`src/rtl/trace_ctrl.sv`:
```
// Host-command parser and packet-channel arbiter for the RAM tracer.
// Define TRACE_CTRL_TIMEOUT_EN to compile in the ARG-state timeout counter.
module trace_ctrl #(
  parameter logic [15:0] CMD_TIMEOUT = 16'd48000
) (
  input  logic        mclk,
  input  logic        reset,
  input  logic [7:0]  cmd_data,
  input  logic        cmd_strobe,
  input  logic [1:0]  trace_type,
  input  logic [22:0] trace_payload,
  input  logic        trace_strobe,
  output logic [1:0]  packet_type,
  output logic [22:0] packet_payload,
  output logic        packet_strobe,
  output logic        trace_enable,
  output logic        trace_reads,
  output logic        turbo,
  output logic        cmd_error
);

  typedef enum logic {IDLE, ARG} state_t;

  localparam logic [7:0] OP_SET_FLAGS = 8'h01;
  localparam logic [7:0] OP_PING      = 8'h02;
  localparam logic [7:0] OP_CLEAR     = 8'h03;

  state_t      state, state_next;
  logic [7:0]  opcode;
  logic        pending;
  logic [7:0]  pending_arg;
  logic        arg_take;
  logic        timeout_hit;
  logic        ping_accept;
  logic        emit_status;
  logic        enable_next, reads_next, turbo_next, error_next;

`ifdef TRACE_CTRL_TIMEOUT_EN
  logic [15:0] wait_count;

  // Held at zero outside ARG so the first ARG cycle always starts from 0.
  always_ff @(posedge mclk or posedge reset) begin
    if (reset)
      wait_count <= 16'd0;
    else if (state == IDLE)
      wait_count <= 16'd0;
    else
      wait_count <= wait_count + 16'd1;
  end

  assign timeout_hit = (state == ARG) && !cmd_strobe &&
                       (wait_count == CMD_TIMEOUT - 16'd1);
`else
  logic [15:0] unused_timeout;
  assign unused_timeout = CMD_TIMEOUT;
  assign timeout_hit    = 1'b0;
`endif

  always_ff @(posedge mclk or posedge reset) begin
    if (reset)
      state <= IDLE;
    else
      state <= state_next;
  end

  always_comb begin
    state_next = state;
    arg_take   = 1'b0;
    case (state)
      IDLE: if (cmd_strobe) state_next = ARG;
      ARG: begin
        if (cmd_strobe) begin
          arg_take   = 1'b1;
          state_next = IDLE;
        end else if (timeout_hit) begin
          state_next = IDLE;
        end
      end
      default: state_next = IDLE;
    endcase
  end

  always_ff @(posedge mclk or posedge reset) begin
    if (reset)
      opcode <= 8'h00;
    else if (state == IDLE && cmd_strobe)
      opcode <= cmd_data;
  end

  // A PING is only dropped when the single status slot is still occupied.
  always_comb begin
    enable_next = trace_enable;
    reads_next  = trace_reads;
    turbo_next  = turbo;
    error_next  = cmd_error;
    ping_accept = 1'b0;
    if (arg_take) begin
      case (opcode)
        OP_SET_FLAGS: begin
          enable_next = cmd_data[0];
          reads_next  = cmd_data[1];
          turbo_next  = cmd_data[2];
        end
        OP_PING: begin
          if (pending) error_next  = 1'b1;
          else         ping_accept = 1'b1;
        end
        OP_CLEAR: error_next = 1'b0;
        default:  error_next = 1'b1;
      endcase
    end
    if (timeout_hit) error_next = 1'b1;
  end

  always_ff @(posedge mclk or posedge reset) begin
    if (reset) begin
      trace_enable <= 1'b0;
      trace_reads  <= 1'b1;
      turbo        <= 1'b0;
      cmd_error    <= 1'b0;
    end else begin
      trace_enable <= enable_next;
      trace_reads  <= reads_next;
      turbo        <= turbo_next;
      cmd_error    <= error_next;
    end
  end

  assign emit_status = pending && !trace_strobe;

  always_ff @(posedge mclk or posedge reset) begin
    if (reset) begin
      pending     <= 1'b0;
      pending_arg <= 8'h00;
    end else begin
      pending <= (pending && !emit_status) || ping_accept;
      if (ping_accept) pending_arg <= cmd_data;
    end
  end

  // Tracer always wins; status flags are sampled as the packet leaves.
  always_ff @(posedge mclk or posedge reset) begin
    if (reset) begin
      packet_strobe  <= 1'b0;
      packet_type    <= 2'b00;
      packet_payload <= 23'd0;
    end else if (trace_strobe) begin
      packet_strobe  <= 1'b1;
      packet_type    <= trace_type;
      packet_payload <= trace_payload;
    end else if (pending) begin
      packet_strobe  <= 1'b1;
      packet_type    <= 2'b11;
      packet_payload <= {cmd_error, turbo, trace_reads, trace_enable, 11'b0, pending_arg};
    end else begin
      packet_strobe  <= 1'b0;
      packet_type    <= 2'b00;
      packet_payload <= 23'd0;
    end
  end

endmodule

```
`config.mk`:
```
export PLATFORM = sky130hd
export DESIGN_NAME = trace_ctrl
export DESIGN_NICKNAME = d
export VERILOG_FILES = /design/src/rtl/trace_ctrl.sv
export SDC_FILE = /design/constraint.sdc
export NUM_CORES = 1
export LEC_CHECK = 0
export CORE_MARGIN = 3
export CORE_UTILIZATION = 37
export CTS_CLUSTER_DIAMETER = 80
export CTS_CLUSTER_SIZE = 25
export DETAILED_ROUTE_END_ITERATION = 10
export PLACE_DENSITY = 0.8
export SLEW_MARGIN = 0
export SYNTH_ARGS = -nofsm -noshare
export SYNTH_HDL_FRONTEND = slang
export SYNTH_SLANG_ARGS = --single-unit
```
`constraint.sdc`:
```
create_clock -name mclk -period 2.44 [get_ports mclk]
set_clock_uncertainty 0.2 [all_clocks]
set_input_delay 0.732 -clock mclk [delete_from_list [all_inputs] [get_ports mclk]]
set_output_delay 0.732 -clock mclk [all_outputs]
set_load 0.01 [all_outputs]
```
==> impl_metrics.yaml, run 1 <==
critical_path:
  rr_startpoint: "opcode[5]"
  worst_setup_path_start_kind: "register"
  cp_slowest_stage_delay_ns: 0.55
  worstSetupPathType: "register to primary output"
  crit_fanout: 3
  worstPathArrival_ns: 1.37
  cpLargestDelayFamily: "flip-flops"
  cp.required_ns: 1.51
  cp_slowest_cell: "dfstp_2"
  cp_cell_sequence: "clkdlybuf4s50_1"
  critPathLaunch: "trace_reads"
  critPathCaptureType: "primary output"
  cp_num_buf_inv: 1
sta:
  fin_crit_ns: 2.31
  slew_violations: 0
  final_hold_viol_count: 0
  post-route-period-util: 0.945
  max-slew-margin-rel: 0.672
  fin_hold_ws_ns: 0.302
  fmaxAchievable_mhz: 434
  rsz0062_at_grt: "false"
  setup_viol: 0
  tightest_slew_ns: 0.492
  tns_ns: 0
cts:
  cts_max_level: 2
  clk_latency_ns: 0.30
  root_buffer: "clkbuf_8"
  cts_tree: "done"
  post-cts-setup-buffers: 0
  cts_hold_buf: 0
  cts_sinks: 48
  cts_made_buffers: 5
  clock_path_buffers: 2
  cts_resized: 0
  path_clk_slew_ns: 0.08
final_layout:
  nNetsFinal: 245
  n_antenna_cell: 0
  syn_to_final_growth_pct: 46.4
  final_layout_size_suffix_gt1_frac: 0.155
  finalCoreUtilization: 0.584
  finalInstanceArea_mm2: 0.00265
  n_fill_cell: 388
placed_design:
  port_buffers: 66
  dp.final_hpwl_mm: 2.76
  place_congestion: 0.809
  place_area_mm2: 0.00257
synth:
  syn_area_mm2: 0.00181
  ys_top_cells_by_area: "dfrtp_1 (65%), mux2_2 (11%), and2_1 (3.8%)"
  synth_edf_count: 0
  synthArstFlopShare: 1.00
  yosys.area.top_type: "dfrtp_1"
  netlist.area_leader.share: 0.650
  synth_warnings: 0
  synth_nets: 175
  postSynthCellCount: 136
  synth_cell_types: 21
  ys_ff_latch: 48
  ys_seq_area_frac: 0.665
  dominantRegCellSynth: "dfrtp_1"
  synth_area_per_cell_um2: 13.3
global_routing:
  track_usage: 0.139
  antenna_found_initial: 0
  grt_max_degree: 34
  grt_pass1_vias: 1263
  grt_pass1_wl_mm: 6.33
  overflow: 0
hold_path:
  hold_path.startpoint: "pending_arg[7]"
  min_path_type: "register to register"
power:
  powerDensity_mw_per_mm2: 719
  p_leak_nw: 1.19
  vdd_ir_drop_max_mv: 0.335
drt:
  first_pass_iters: 3
  antenna_left: 0
  routed_wl_mm: 3.66
  avgRoutedWirePerCell_um: 13.5
  drc_errors: 0
  drt-vias-per-instance: 4.47
  drt-initial-drc-count: 48
  vias: 1216
flow_run:
  cap_violations: 0
die:
  row_count: 24
  coreArea_mm2: 0.00453
  io_pins: 67
  die_h_um: 75.9
  start_util: 0.399
  die_area_mm2: 0.00576
  fp.dieW_um: 75.9
status:
  status: "completed"
logic make-up (layout without fill, tap and decap cells):
kind of cell | Yosys count | in the layout | share of synthesized area
adder cells (fa/ha/maj) | 2 | 2 | 0.0138
flip-flops | 48 | 48 | 0.665
buffers and inverters | 12 | 83 | 0.0249
multiplexers | 17 | 17 | 0.106
AND/OR/NAND/NOR | 38 | 38 | 0.121
AO/OA/AOI/OAI | 19 | 19 | 0.0698
metal layers:
metal  share of wire  wire length, um  vias up  track usage
met5               0                0        -            0
met4           0.019               69        0       0.0652
met3           0.052              192        7       0.0367
li1                -                -      596            -
met2            0.51             1870       37        0.228
met1            0.42             1540      576        0.171
flip-flops by register name, indices dropped and copies added, names as in the netlist:
register,flops
packet_payload,23
opcode,8
pending_arg,8
packet_type,2
cmd_error,1
packet_strobe,1
pending,1
state,1
trace_enable,1
trace_reads,1
turbo,1
final cells by class:
| class | count | area (um^2) | share of cell area |
|---|---|---|---|
| flip-flops and latches | 48 | 1200 | 0.454 |
| clock inverters | 1 | 5.00 | 0.00189 |
| clock buffers | 7 | 76.3 | 0.0288 |
| repair buffers | 70 | 703 | 0.265 |
| well taps | 65 | 81.3 | 0.0307 |
| multi-input cells | 76 | 562 | 0.212 |
| inverters | 5 | 18.8 | 0.00709 |
cell usage in the layout, fill, tap and decap left out:
cell type / instances
a21boi_0: 1
a21o_1: 2
a22o_1: 5
a31oi_1: 1
and2_1: 11
buf_12: 1
buf_4: 3
clkbuf_1: 2
clkbuf_8: 5
clkdlybuf4s50_1: 66
clkinv_2: 1
dfrtp_1: 47
dfstp_2: 1
ha_1: 2
inv_1: 4
inv_2: 1
mux2_2: 17
nand2_1: 18
nand4_1: 1
nand4_4: 1
nor2_1: 2
nor2b_1: 2
nor3b_1: 1
nor4_4: 1
o21ai_0: 9
o32ai_1: 1
or2_2: 1
cells in the mapped netlist (all sizes together), types with 5 or more instances:
cell type	number
dfrtp	47
nand2	18
mux2	17
and2	11
o21ai	9
clkbuf	7
a22o	5
inv	5
power breakdown:
group / switching (W) / internal [W] / total [W]
logic: 0.000168 / 0.000249 / 0.000417
registers: 0.0000951 / 0.000944 / 0.00104
clock network: 0.000248 / 0.000201 / 0.000449
total: 0.000511 / 0.00139 / 0.00191
through the flow:
step	total power [W]	std cells	worst slack [ns]
5_1_grt	0.00202	272	0.0937
4_1_cts	0.00193	272	0.115
2_1_floorplan	0.00128	136	0.365
3_5_place_dp	0.00148	264	0.0944
6_report	0.00191	272	0.133
3_3_place_gp	0.00146	264	0.122
final timing paths:
check / endpoint / cells after the start / slack, ns
setup / recovery: trace_reads / 1 / 0.13
hold / removal: packet_payload[7] / 1 / 0.30
setup reg to reg: pending_arg[2] / 3 / 0.71
hold reg to reg: packet_payload[7] / 1 / 0.30
max in group asynchronous: trace_reads / 3 / 0.99
min in group asynchronous: packet_payload[16] / 2 / 0.51
Power figures use the tool's default switching activity.
==> run 2: changes to the inputs <==
Settings changed: SKIP_LAST_GASP from default to 1.
==> results of run 2 <==
No change in the layout: final DEF, timing and power equal those of run 1.
==> run 3: changes to the inputs <==
Settings changed: ABC_AREA from default to 0.
==> results of run 3 <==
No change in the layout: final DEF, timing and power equal those of run 1.
